===== src/rtl/ili_cmd_sequencer_if.sv =====
// Byte/pixel side of the ILI9341 command sequencer: init/stream controls,
// RGB565 pixel handshake (transfer = pix_valid & pix_ready) and the SPI byte port.
interface ili_cmd_sequencer_if;
    logic        init_req;
    logic        stream_start;
    logic        pix_valid;
    logic [15:0] pix_data;
    logic        pix_ready;
    logic        spi_idle;
    logic [7:0]  tx_byte;
    logic        tx_dc;
    logic        tx_send;
    logic        rst_ili;
    logic        busy;
    logic        init_done;

    modport slave (
        input  init_req, stream_start, pix_valid, pix_data, spi_idle,
        output pix_ready, tx_byte, tx_dc, tx_send, rst_ili, busy, init_done
    );

    modport master (
        output init_req, stream_start, pix_valid, pix_data, spi_idle,
        input  pix_ready, tx_byte, tx_dc, tx_send, rst_ili, busy, init_done
    );
endinterface


===== src/rtl/ili_cmd_sequencer.sv =====
// ILI9341 command/data byte source: panel hardware reset, fixed init table,
// then RAMWR plus RGB565 pixel streaming to an SPI byte master.
module ili_cmd_sequencer #(
    parameter int RST_LOW_CYC  = 16,
    parameter int RST_WAIT_CYC = 64,
    parameter int DELAY_UNIT   = 32
) (
    input  logic                 clk,
    input  logic                 rst,
    ili_cmd_sequencer_if.slave   bus,
    output logic [3:0]           dbg_state
);

    typedef enum logic [3:0] {
        S_IDLE      = 4'd0,
        S_RST_LO    = 4'd1,
        S_RST_WAIT  = 4'd2,
        S_FETCH     = 4'd3,
        S_ISSUE     = 4'd4,
        S_WAIT_ACK  = 4'd5,
        S_WAIT_DONE = 4'd6,
        S_DELAY     = 4'd7,
        S_READY     = 4'd8
    } state_e;

    // What the byte currently in flight belongs to; decides where WAIT_DONE goes.
    typedef enum logic [1:0] {
        CTX_INIT   = 2'd0,
        CTX_RAMWR  = 2'd1,
        CTX_PIX_HI = 2'd2,
        CTX_PIX_LO = 2'd3
    } ctx_e;

    localparam logic [1:0] T_CMD  = 2'b00;
    localparam logic [1:0] T_DATA = 2'b01;
    localparam logic [1:0] T_DLY  = 2'b10;
    localparam logic [1:0] T_END  = 2'b11;

    localparam int DLY_MAX = 255 * DELAY_UNIT;
    localparam int CNT_MAX = (DLY_MAX > RST_WAIT_CYC) ?
                             ((DLY_MAX > RST_LOW_CYC) ? DLY_MAX : RST_LOW_CYC) :
                             ((RST_WAIT_CYC > RST_LOW_CYC) ? RST_WAIT_CYC : RST_LOW_CYC);
    localparam int CNT_W   = $clog2(CNT_MAX + 1);

    localparam logic [CNT_W-1:0] RST_LOW_LAST  = CNT_W'(RST_LOW_CYC - 1);
    localparam logic [CNT_W-1:0] RST_WAIT_LAST = CNT_W'(RST_WAIT_CYC - 1);
    localparam logic [7:0]       CMD_RAMWR     = 8'h2C;

    function automatic logic [9:0] init_entry(input logic [3:0] idx);
        case (idx)
            4'd0:    return {T_CMD,  8'h01};
            4'd1:    return {T_DLY,  8'd5};
            4'd2:    return {T_CMD,  8'h11};
            4'd3:    return {T_DLY,  8'd120};
            4'd4:    return {T_CMD,  8'h3A};
            4'd5:    return {T_DATA, 8'h55};
            4'd6:    return {T_CMD,  8'h36};
            4'd7:    return {T_DATA, 8'h48};
            4'd8:    return {T_CMD,  8'h29};
            4'd9:    return {T_DLY,  8'd10};
            default: return {T_END,  8'h00};
        endcase
    endfunction

    state_e           state_q, state_d;
    ctx_e             ctx_q, ctx_d;
    logic [3:0]       idx_q, idx_d;
    logic [CNT_W-1:0] cnt_q, cnt_d;
    logic [7:0]       pend_byte_q, pend_byte_d;
    logic             pend_dc_q, pend_dc_d;
    logic [7:0]       pix_lo_q, pix_lo_d;
    logic             stream_open_q, stream_open_d;
    logic [7:0]       tx_byte_q, tx_byte_d;
    logic             tx_dc_q, tx_dc_d;
    logic             tx_send_q, tx_send_d;
    logic             rst_ili_q, rst_ili_d;
    logic             init_done_q, init_done_d;
    logic             pix_ready_d;

    logic [9:0]       entry;
    logic [1:0]       entry_type;
    logic [7:0]       entry_val;
    logic [CNT_W-1:0] dly_load;

    assign entry      = init_entry(idx_q);
    assign entry_type = entry[9:8];
    assign entry_val  = entry[7:0];
    assign dly_load   = CNT_W'(32'(entry_val) * 32'(DELAY_UNIT));

    always_comb begin
        state_d       = state_q;
        ctx_d         = ctx_q;
        idx_d         = idx_q;
        cnt_d         = cnt_q;
        pend_byte_d   = pend_byte_q;
        pend_dc_d     = pend_dc_q;
        pix_lo_d      = pix_lo_q;
        stream_open_d = stream_open_q;
        tx_byte_d     = tx_byte_q;
        tx_dc_d       = tx_dc_q;
        tx_send_d     = 1'b0;
        rst_ili_d     = rst_ili_q;
        init_done_d   = init_done_q;
        pix_ready_d   = 1'b0;

        case (state_q)
            S_IDLE: begin
                if (bus.init_req) begin
                    state_d       = S_RST_LO;
                    rst_ili_d     = 1'b0;
                    init_done_d   = 1'b0;
                    cnt_d         = '0;
                    idx_d         = '0;
                    stream_open_d = 1'b0;
                end
            end
            S_RST_LO: begin
                if (cnt_q == RST_LOW_LAST) begin
                    state_d   = S_RST_WAIT;
                    rst_ili_d = 1'b1;
                    cnt_d     = '0;
                end else begin
                    cnt_d = cnt_q + CNT_W'(1);
                end
            end
            S_RST_WAIT: begin
                if (cnt_q == RST_WAIT_LAST) begin
                    state_d = S_FETCH;
                    idx_d   = '0;
                    cnt_d   = '0;
                end else begin
                    cnt_d = cnt_q + CNT_W'(1);
                end
            end
            S_FETCH: begin
                case (entry_type)
                    T_CMD, T_DATA: begin
                        pend_byte_d = entry_val;
                        pend_dc_d   = (entry_type == T_DATA);
                        ctx_d       = CTX_INIT;
                        state_d     = S_ISSUE;
                    end
                    T_DLY: begin
                        cnt_d   = dly_load;
                        state_d = S_DELAY;
                    end
                    default: begin
                        state_d     = S_READY;
                        init_done_d = 1'b1;
                    end
                endcase
            end
            S_ISSUE: begin
                if (bus.spi_idle) begin
                    tx_byte_d = pend_byte_q;
                    tx_dc_d   = pend_dc_q;
                    tx_send_d = 1'b1;
                    state_d   = S_WAIT_ACK;
                end
            end
            // The master needs a cycle to drop spi_idle; waiting for that avoids
            // mistaking the pre-send idle level for completion.
            S_WAIT_ACK: begin
                if (!bus.spi_idle) state_d = S_WAIT_DONE;
            end
            S_WAIT_DONE: begin
                if (bus.spi_idle) begin
                    case (ctx_q)
                        CTX_INIT: begin
                            idx_d   = idx_q + 4'd1;
                            state_d = S_FETCH;
                        end
                        CTX_RAMWR: begin
                            stream_open_d = 1'b1;
                            state_d       = S_READY;
                        end
                        CTX_PIX_HI: begin
                            pend_byte_d = pix_lo_q;
                            pend_dc_d   = 1'b1;
                            ctx_d       = CTX_PIX_LO;
                            state_d     = S_ISSUE;
                        end
                        default: state_d = S_READY;
                    endcase
                end
            end
            S_DELAY: begin
                if (cnt_q == '0) begin
                    idx_d   = idx_q + 4'd1;
                    state_d = S_FETCH;
                end else begin
                    cnt_d = cnt_q - CNT_W'(1);
                end
            end
            S_READY: begin
                if (bus.init_req) begin
                    state_d       = S_RST_LO;
                    rst_ili_d     = 1'b0;
                    init_done_d   = 1'b0;
                    cnt_d         = '0;
                    idx_d         = '0;
                    stream_open_d = 1'b0;
                end else if (bus.stream_start) begin
                    pend_byte_d = CMD_RAMWR;
                    pend_dc_d   = 1'b0;
                    ctx_d       = CTX_RAMWR;
                    state_d     = S_ISSUE;
                end else if (stream_open_q && bus.pix_valid) begin
                    pix_ready_d = 1'b1;
                    pend_byte_d = bus.pix_data[15:8];
                    pix_lo_d    = bus.pix_data[7:0];
                    pend_dc_d   = 1'b1;
                    ctx_d       = CTX_PIX_HI;
                    state_d     = S_ISSUE;
                end
            end
            default: state_d = S_IDLE;
        endcase
    end

    always_ff @(posedge clk) begin
        if (rst) begin
            state_q       <= S_IDLE;
            ctx_q         <= CTX_INIT;
            idx_q         <= '0;
            cnt_q         <= '0;
            pend_byte_q   <= '0;
            pend_dc_q     <= 1'b0;
            pix_lo_q      <= '0;
            stream_open_q <= 1'b0;
            tx_byte_q     <= '0;
            tx_dc_q       <= 1'b0;
            tx_send_q     <= 1'b0;
            rst_ili_q     <= 1'b1;
            init_done_q   <= 1'b0;
        end else begin
            state_q       <= state_d;
            ctx_q         <= ctx_d;
            idx_q         <= idx_d;
            cnt_q         <= cnt_d;
            pend_byte_q   <= pend_byte_d;
            pend_dc_q     <= pend_dc_d;
            pix_lo_q      <= pix_lo_d;
            stream_open_q <= stream_open_d;
            tx_byte_q     <= tx_byte_d;
            tx_dc_q       <= tx_dc_d;
            tx_send_q     <= tx_send_d;
            rst_ili_q     <= rst_ili_d;
            init_done_q   <= init_done_d;
        end
    end

    assign bus.tx_byte   = tx_byte_q;
    assign bus.tx_dc     = tx_dc_q;
    assign bus.tx_send   = tx_send_q;
    assign bus.rst_ili   = rst_ili_q;
    assign bus.init_done = init_done_q;
    assign bus.pix_ready = pix_ready_d;
    assign bus.busy      = (state_q != S_IDLE) && (state_q != S_READY);
    assign dbg_state     = state_q;

endmodule


===== src/flat_wrapper.sv =====
// flat-port wrapper written by rule: the top's interface ports become plain ports
module ili_cmd_sequencer_flat 
#(
    parameter int RST_LOW_CYC  = 16,
    parameter int RST_WAIT_CYC = 64,
    parameter int DELAY_UNIT   = 32
)
  (clk, rst, dbg_state, bus_init_req, bus_stream_start, bus_pix_valid, bus_pix_data, bus_spi_idle, bus_pix_ready, bus_tx_byte, bus_tx_dc, bus_tx_send, bus_rst_ili, bus_busy, bus_init_done);
  ili_cmd_sequencer_if bus_i ();
  input  logic clk;
  input  logic rst;
  output logic [3:0] dbg_state;
  input wire logic [$bits(bus_i.init_req)-1:0] bus_init_req;
  input wire logic [$bits(bus_i.stream_start)-1:0] bus_stream_start;
  input wire logic [$bits(bus_i.pix_valid)-1:0] bus_pix_valid;
  input wire logic [$bits(bus_i.pix_data)-1:0] bus_pix_data;
  input wire logic [$bits(bus_i.spi_idle)-1:0] bus_spi_idle;
  output wire logic [$bits(bus_i.pix_ready)-1:0] bus_pix_ready;
  output wire logic [$bits(bus_i.tx_byte)-1:0] bus_tx_byte;
  output wire logic [$bits(bus_i.tx_dc)-1:0] bus_tx_dc;
  output wire logic [$bits(bus_i.tx_send)-1:0] bus_tx_send;
  output wire logic [$bits(bus_i.rst_ili)-1:0] bus_rst_ili;
  output wire logic [$bits(bus_i.busy)-1:0] bus_busy;
  output wire logic [$bits(bus_i.init_done)-1:0] bus_init_done;
  assign bus_i.init_req = bus_init_req;
  assign bus_i.stream_start = bus_stream_start;
  assign bus_i.pix_valid = bus_pix_valid;
  assign bus_i.pix_data = bus_pix_data;
  assign bus_i.spi_idle = bus_spi_idle;
  assign bus_pix_ready = bus_i.pix_ready;
  assign bus_tx_byte = bus_i.tx_byte;
  assign bus_tx_dc = bus_i.tx_dc;
  assign bus_tx_send = bus_i.tx_send;
  assign bus_rst_ili = bus_i.rst_ili;
  assign bus_busy = bus_i.busy;
  assign bus_init_done = bus_i.init_done;
  ili_cmd_sequencer #(.RST_LOW_CYC(RST_LOW_CYC), .RST_WAIT_CYC(RST_WAIT_CYC), .DELAY_UNIT(DELAY_UNIT)) u_core (.clk(clk), .rst(rst), .bus(bus_i), .dbg_state(dbg_state));
endmodule

===== config.mk =====
export PLATFORM = sky130hd
export DESIGN_NAME = ili_cmd_sequencer_flat
export DESIGN_NICKNAME = d
export VERILOG_FILES = /design/src/rtl/ili_cmd_sequencer_if.sv /design/src/rtl/ili_cmd_sequencer.sv /design/src/flat_wrapper.sv
export SDC_FILE = /design/constraint.sdc
export NUM_CORES = 1
export LEC_CHECK = 0
export CAP_MARGIN = 10
export CORE_UTILIZATION = 30
export CTS_BUF_LIST = sky130_fd_sc_hd__clkbuf_16
export CTS_CLUSTER_DIAMETER = 80
export CTS_CLUSTER_SIZE = 8
export DETAILED_ROUTE_END_ITERATION = 6
export PLACE_DENSITY_LB_ADDON = 0.3
export SLEW_MARGIN = 10
export SYNTH_ARGS = -nofsm -noshare
export SYNTH_HDL_FRONTEND = slang
export SYNTH_SLANG_ARGS = --single-unit

===== constraint.sdc =====
create_clock -name clk -period 6.95 [get_ports clk]
set_input_delay 1.39 -clock clk [delete_from_list [all_inputs] [get_ports clk]]
set_output_delay 1.39 -clock clk [all_outputs]
set_load 0.02 [all_outputs]

==> results.ini <==
[layout]
area_growth_pct=21.7
drive_gt1_share_pct=8.02
fin_nets=499
insertedDiodeCount=0

[routing]
dr.first_iter.drc_count=299
dr_total_vias=3473
first_pass_iters=5
ant_nets=0
wire_per_inst_um=15.7
wl_um=9700
drc=0
viasPerCell=5.63

[yosys]
synth.distinct_cells=71
ys_warn_count=0
synth_cells=445
ys_seq_area_share_pct=35.1
synth_flop_cell=dfxtp_1
synth.cell_area_um2=3530
synth_edf_count=0
syn_nets=475
ys_ff_latch=62
synthArstFlopShare_pct=0
syn_avg_cell_area_um2=7.94

[grt]
grt_usage_pct=16.0
antenna_found_initial=0
busiest_layer=met2
grt_util_met3_pct=3.95
use_met2_pct=25.3
grt_pass1_vias=3228
grt_max_degree=59
met1_usage_pct=21.7
grt_pass1_wl_um=16100
grt_overflow_total=0

[floorplanning]
die_h_um=111
die_area_um2=12200
die_w_um=111
core_area_um2=11500
io_pins=40
initial_core_util_pct=30.8
std_cell_rows=39

[clock_network]
clk_latency_ns=0.33
cts_buffers=9
ctsLongestPathBuffers=2
cts_tree=built
cts_root_buf=clkbuf_16
post_cts_resized=0
post-cts-setup-buffers=0
cts_max_level=3
cts_sinks=62
hold_buffers=0
cts.clk_slew.worst_paths_ns=0.05

[placed_design]
numPortBuffers=39
place.gp.congestion=0.866
hpwl_um=6820

[min_path]
min_path_type=reg -> reg

[sta]
setup_viol=0
worst_pin_slew_ns=0.943
layout_min_cycle_time_ns=4.52
finClkSkew_ns=0.00555
max_freq_ghz=0.221
rsz0062_at_grt=no
hold_viol_final=0
tns_ns=0
min_period_over_period_pct=65.1
slew_viol_final=0
whs_ns=0.467
slew_headroom_pct=37.2

[critical_path]
cp_common_cell=clkdlybuf4s50_1
slowest_stage=clkdlybuf4s50_1
cp_data_required_time_ns=5.56
cp_cell_sequence=clkdlybuf4s50_1 -> nor4_2 -> buf_4 -> clkdlybuf4s50_1
setup.worst_path.class=in -> out
cp-end-kind=output port
critPathLaunchType=primary input
arrival_ns=3.13
crit_fanout=9
cp_slowest_stage_delay_ns=0.62

[power]
p_leak_nw=1.65
power_density_nw_per_um2=315
ir_drop_mv=0.163

[run]
drv_cap=0

[outcome]
outcome=complete, no violations

==> area by class of cell <==
class	count	area, um^2
multi-input cells	339	2120
repair buffers	43	415
inverters	14	52.6
fillers	1157	7170
clock buffers	9	225
clock inverters	7	66.3
flip-flops and latches	62	1240
well taps	143	179
==> per-layer routing <==
| layer | vias up | wire length, um |
|---|---|---|
| met3 | 12 | 611 |
| met4 | 0 | 102 |
| met2 | 146 | 4450 |
| met5 | - | 0 |
| li1 | 1664 | - |
| met1 | 1651 | 4530 |
==> cells in the mapped netlist, types with 3 or more instances <==
cell	count	area, um^2
nor2b_1	6	37.5
mux2i_1	18	180
or3_1	4	25.0
nand2b_1	3	18.8
clkbuf_1	24	90.1
a2bb2oi_1	3	26.3
o31ai_1	4	30.0
a22oi_1	7	52.6
inv_1	13	48.8
nand3_1	11	55.1
a311oi_1	4	35.0
o21ai_0	22	110
and3_1	5	31.3
ha_1	8	100
nor2_1	79	297
xor2_1	3	26.3
xnor2_1	4	35.0
or2_2	4	25.0
nand2_1	38	143
a21oi_1	22	110
dfxtp_1	62	1240
a221oi_1	8	70.1
o22ai_1	3	18.8
a211oi_1	13	97.6
nor3_1	10	50.1
nor4_1	9	56.3
a31oi_1	3	18.8
a21o_1	4	30.0
==> power breakdown <==
| part | leakage (nW) | internal [mW] | switching (mW) | total [mW] |
|---|---|---|---|---|
| logic | 0.998 | 0.180 | 0.301 | 0.481 |
| clock network | 0.150 | 0.275 | 0.163 | 0.438 |
| registers | 0.501 | 0.390 | 0.0475 | 0.437 |
| total | 1.65 | 0.845 | 0.511 | 1.36 |
==> critical path: cells and delay by family <==
kind / cells / cell delay, ns
buf+inv: 3 / 1.41
simple gates: 1 / 0.32
==> cells by family (layout without fill, tap and decap cells) <==
kind of cell    after synthesis  count (layout)  synth area share (%)
mux                          18              18                  5.10
buf+inv                      44              73                  5.21
flops                        62              62                  35.1
compound gates              119             119                  24.3
xor+xnor                      7               7                  1.74
simple gates                187             187                  25.7
fa+ha+maj                     8               8                  2.83
==> state kept, by name, summed over array words and instances, names as in the netlist <==
register	count
u_core.dbg_state	4
u_core.bus.tx_dc	1
u_core.idx_q	4
u_core.entry	9
u_core.ctx_q	2
u_core.bus.tx_byte	8
u_core.pix_lo_q	8
u_core.cnt_q	13
u_core.bus.tx_send	1
u_core.pend_dc_q	1
u_core.stream_open_q	1
u_core.pend_byte_q	8
u_core.bus.rst_ili	1
u_core.bus.init_done	1
==> final timing paths <==
path                            start          endpoint  slack (ns)  depth (start not counted)
setup / recovery     bus_stream_start     bus_pix_ready        2.43                          4
hold / removal       u_core.cnt_q[12]  u_core.cnt_q[12]        0.47                          1
setup reg to reg  u_core.dbg_state[1]   u_core.entry[4]        3.53                         10
hold reg to reg      u_core.cnt_q[12]  u_core.cnt_q[12]        0.47                          1
==> cell usage in the layout, fill, tap and decap left out, types with 4 or more instances in the layout <==
master,n
a211oi_1,13
a21o_1,4
a21oi_1,22
a221oi_1,8
a22oi_1,7
a311oi_1,4
and3_1,5
buf_4,4
clkbuf_16,9
clkdlybuf4s50_1,38
dfxtp_1,62
ha_1,8
inv_1,14
mux2i_1,18
nand2_1,38
nand3_1,11
nor2_1,79
nor2b_1,6
nor3_1,10
nor4_1,8
o21ai_0,22
o31ai_1,4
or2_2,4
or3_1,4
xnor2_1,4
==> per-stage QoR <==
step / power (mW) / setup slack [ns] / util [%] / std cells / area, um^2
after floorplan: 0.792 / 3.21 / - / 445 / 3530
after global placement: 0.914 / 2.45 / 35.0 / 601 / 4010
after detailed placement: 0.919 / 2.43 / 35.0 / 601 / 4010
after CTS: 1.36 / 2.43 / 37.5 / 617 / 4300
after global routing: 1.44 / 2.34 / 37.5 / 617 / 4300
final: 1.36 / 2.43 / 37.5 / 617 / 4300
Power figures use the tool's default switching activity.
==> edit (config.mk and constraints unchanged) <==
`DELAY_UNIT` is set to 32 in 2 places; all go to 16.
--- a/src/rtl/ili_cmd_sequencer.sv
+++ b/src/rtl/ili_cmd_sequencer.sv
@@ -3,7 +3,7 @@
 module ili_cmd_sequencer #(
     parameter int RST_LOW_CYC  = 16,
     parameter int RST_WAIT_CYC = 64,
-    parameter int DELAY_UNIT   = 32
+    parameter int DELAY_UNIT   = 16
 ) (
     input  logic                 clk,
     input  logic                 rst,
--- a/src/flat_wrapper.sv
+++ b/src/flat_wrapper.sv
@@ -3,7 +3,7 @@
 #(
     parameter int RST_LOW_CYC  = 16,
     parameter int RST_WAIT_CYC = 64,
-    parameter int DELAY_UNIT   = 32
+    parameter int DELAY_UNIT   = 16
 )
   (clk, rst, dbg_state, bus_init_req, bus_stream_start, bus_pix_valid, bus_pix_data, bus_spi_idle, bus_pix_ready, bus_tx_byte, bus_tx_dc, bus_tx_send, bus_rst_ili, bus_busy, bus_init_done);
   ili_cmd_sequencer_if bus_i ();
Behaviour: same outputs for any inputs over 10 cycles, from zero or initial values and one cycle with rst high; that may be too few to reach the edited logic, so the function may still have changed.
==> edit against the unedited design <==
Total power fell by 9.9%. Combinational power is 23% lower. Wire length fell by 13%. Design area is 3.1% lower. Setup slack worse by 800 ps. Maximum frequency is 15% lower. Synthesized area shrank 2.9%. Worst hold slack worse by 1.3 ps. Cell count is 5.8% lower. Critical path depth did not move. Core utilization grew 0.43 points. Sequential cell count down 1. Critical endpoint unchanged. Largest power group is now the clock network. Highest routed layer unchanged.
==> edit: results (changes against the unedited design) <==
.. list-table::
   :header-rows: 1

   * - Metric
     - Value
   * - Biggest cell delay along the critical path
     - 820 ps (was 620 ps)
   * - Cell types occupying the most area after synthesis
     - sky130_fd_sc_hd__dfxtp_1, sky130_fd_sc_hd__nor2_1, sky130_fd_sc_hd__mux2i_1, sky130_fd_sc_hd__a21oi_1, sky130_fd_sc_hd__nand2_1 (was sky130_fd_sc_hd__dfxtp_1, sky130_fd_sc_hd__nor2_1, sky130_fd_sc_hd__mux2i_1, sky130_fd_sc_hd__nand2_1, sky130_fd_sc_hd__a21oi_1)
   * - Fraction of area in clock buffers and inverters
     - 7.18% (was 6.78%)
   * - Number of global-route vias before repair
     - 2948 (was 3228)
   * - Wire length of the first global-routing pass
     - 14300 µm (was 16100 µm)
   * - Largest net degree at the start of global routing
     - 66 (was 59)
   * - Number of different library cells in the post-synthesis netlist
     - 63 (was 71)
   * - Flip-flop and latch count
     - 61 (was 62)
   * - Leakage power
     - 1.53 nW (was 1.65 nW)
   * - Share of total power consumed by net switching
     - 33.8% (was 37.7%)
   * - Endpoint arrival time on the critical path
     - 3930 ps (was 3130 ps)
   * - Worst-margin pin slew
     - 946 ps (was 943 ps)
   * - Fraction of standard cell area in multi-input logic
     - 47.8% (was 49.3%)
   * - # placed instances
     - 565 (was 601)
   * - Layout cells sized above 1
     - 9.75% (was 8.02%)
   * - Filler instances
     - 1140 (was 1157)
   * - Violation count after the first detailed-route iteration
     - 169 (was 299)
   * - Final-stage net count
     - 465 (was 499)
   * - Via count
     - 3055 (was 3473)
   * - Count of non-CTS inverters in the layout
     - 15 (was 14)
   * - Portion of total power attributed to combinational logic
     - 30.3% (was 35.4%)
   * - Result of the run
     - completed (unchanged)
   * - Worst hold stages
     - 2 (was 1)
   * - Avg WL per Cell
     - 14.5 µm (was 15.7 µm)
   * - Commonest cells in the synthesized netlist
     - sky130_fd_sc_hd__dfxtp_1, sky130_fd_sc_hd__nor2_1, sky130_fd_sc_hd__nand2_1, sky130_fd_sc_hd__a21oi_1, sky130_fd_sc_hd__mux2i_1 (was sky130_fd_sc_hd__nor2_1, sky130_fd_sc_hd__dfxtp_1, sky130_fd_sc_hd__nand2_1, sky130_fd_sc_hd__clkbuf_1)
   * - Switching component of the power
     - 0.414 mW (was 0.511 mW)
   * - Non-clock buffer count
     - 44 (was 43)
   * - Number of nets in the synthesized netlist
     - 439 (was 475)
   * - Clock Skew
     - 11.3 ps (was 5.55 ps)
-- edit: cell count changes after synthesis, sizes merged, moves of 5 or more --
cell   delta
nand2    -11
nor2     -18
o32ai     +5
o21ai     -7
-- edit: metal layers --
| metal | GRT usage (%) | up-vias | part of all wire [%] |
|---|---|---|---|
| li1 | - | 1550 | - |
| met1 | 19.4 | 1415 | 46 |
| met2 | 25.7 | 77 | 48 |
| met3 | 3.29 | 13 | 4.3 |
| met4 | 6.08 | 0 | 1.8 |
| met5 | 0 | - | 0 |
-- edit: cells by family (layout without fill, tap and decap cells) --
logic type	count (synthesis)	after routing	synth area share, %
AO/OA/AOI/OAI	108	108	23.5
XOR/XNOR	7	7	1.79
adder cells (fa/ha/maj)	7	7	2.55
buffers and inverters	44	75	6.67
flip-flops	61	61	35.6
multiplexers	22	22	6.46
AND/OR/NAND/NOR	161	161	23.5
-- edit: worst paths after layout --
path / start / endpoint / slack, ps
max: bus_stream_start / bus_pix_ready / 1630
min: u_core.bus.init_done$_SDFFE_PP0P_ / u_core.bus.init_done$_SDFFE_PP0P_ / 470
max reg2reg: u_core.cnt_q[6]$_SDFFE_PP0P_ / u_core.entry[3]$_DFF_P_ / 3310
min reg2reg: u_core.bus.init_done$_SDFFE_PP0P_ / u_core.bus.init_done$_SDFFE_PP0P_ / 470
-- edit: per-stage QoR --
| step | instance area (µm²) | hold WS (ps) |
|---|---|---|
| finish | 4170 | 465 |
| global route | 4170 | 518 |
| CTS | 4170 | 475 |
| detailed placement | 3870 | 469 |
| global placement | 3870 | 450 |
| floorplan | 3430 | 459 |
-- edit: worst max-delay path, delay by kind of cell --
family,cells,cell delay [ps]
AND/OR/NAND/NOR,2,1280
buffers and inverters,2,1250
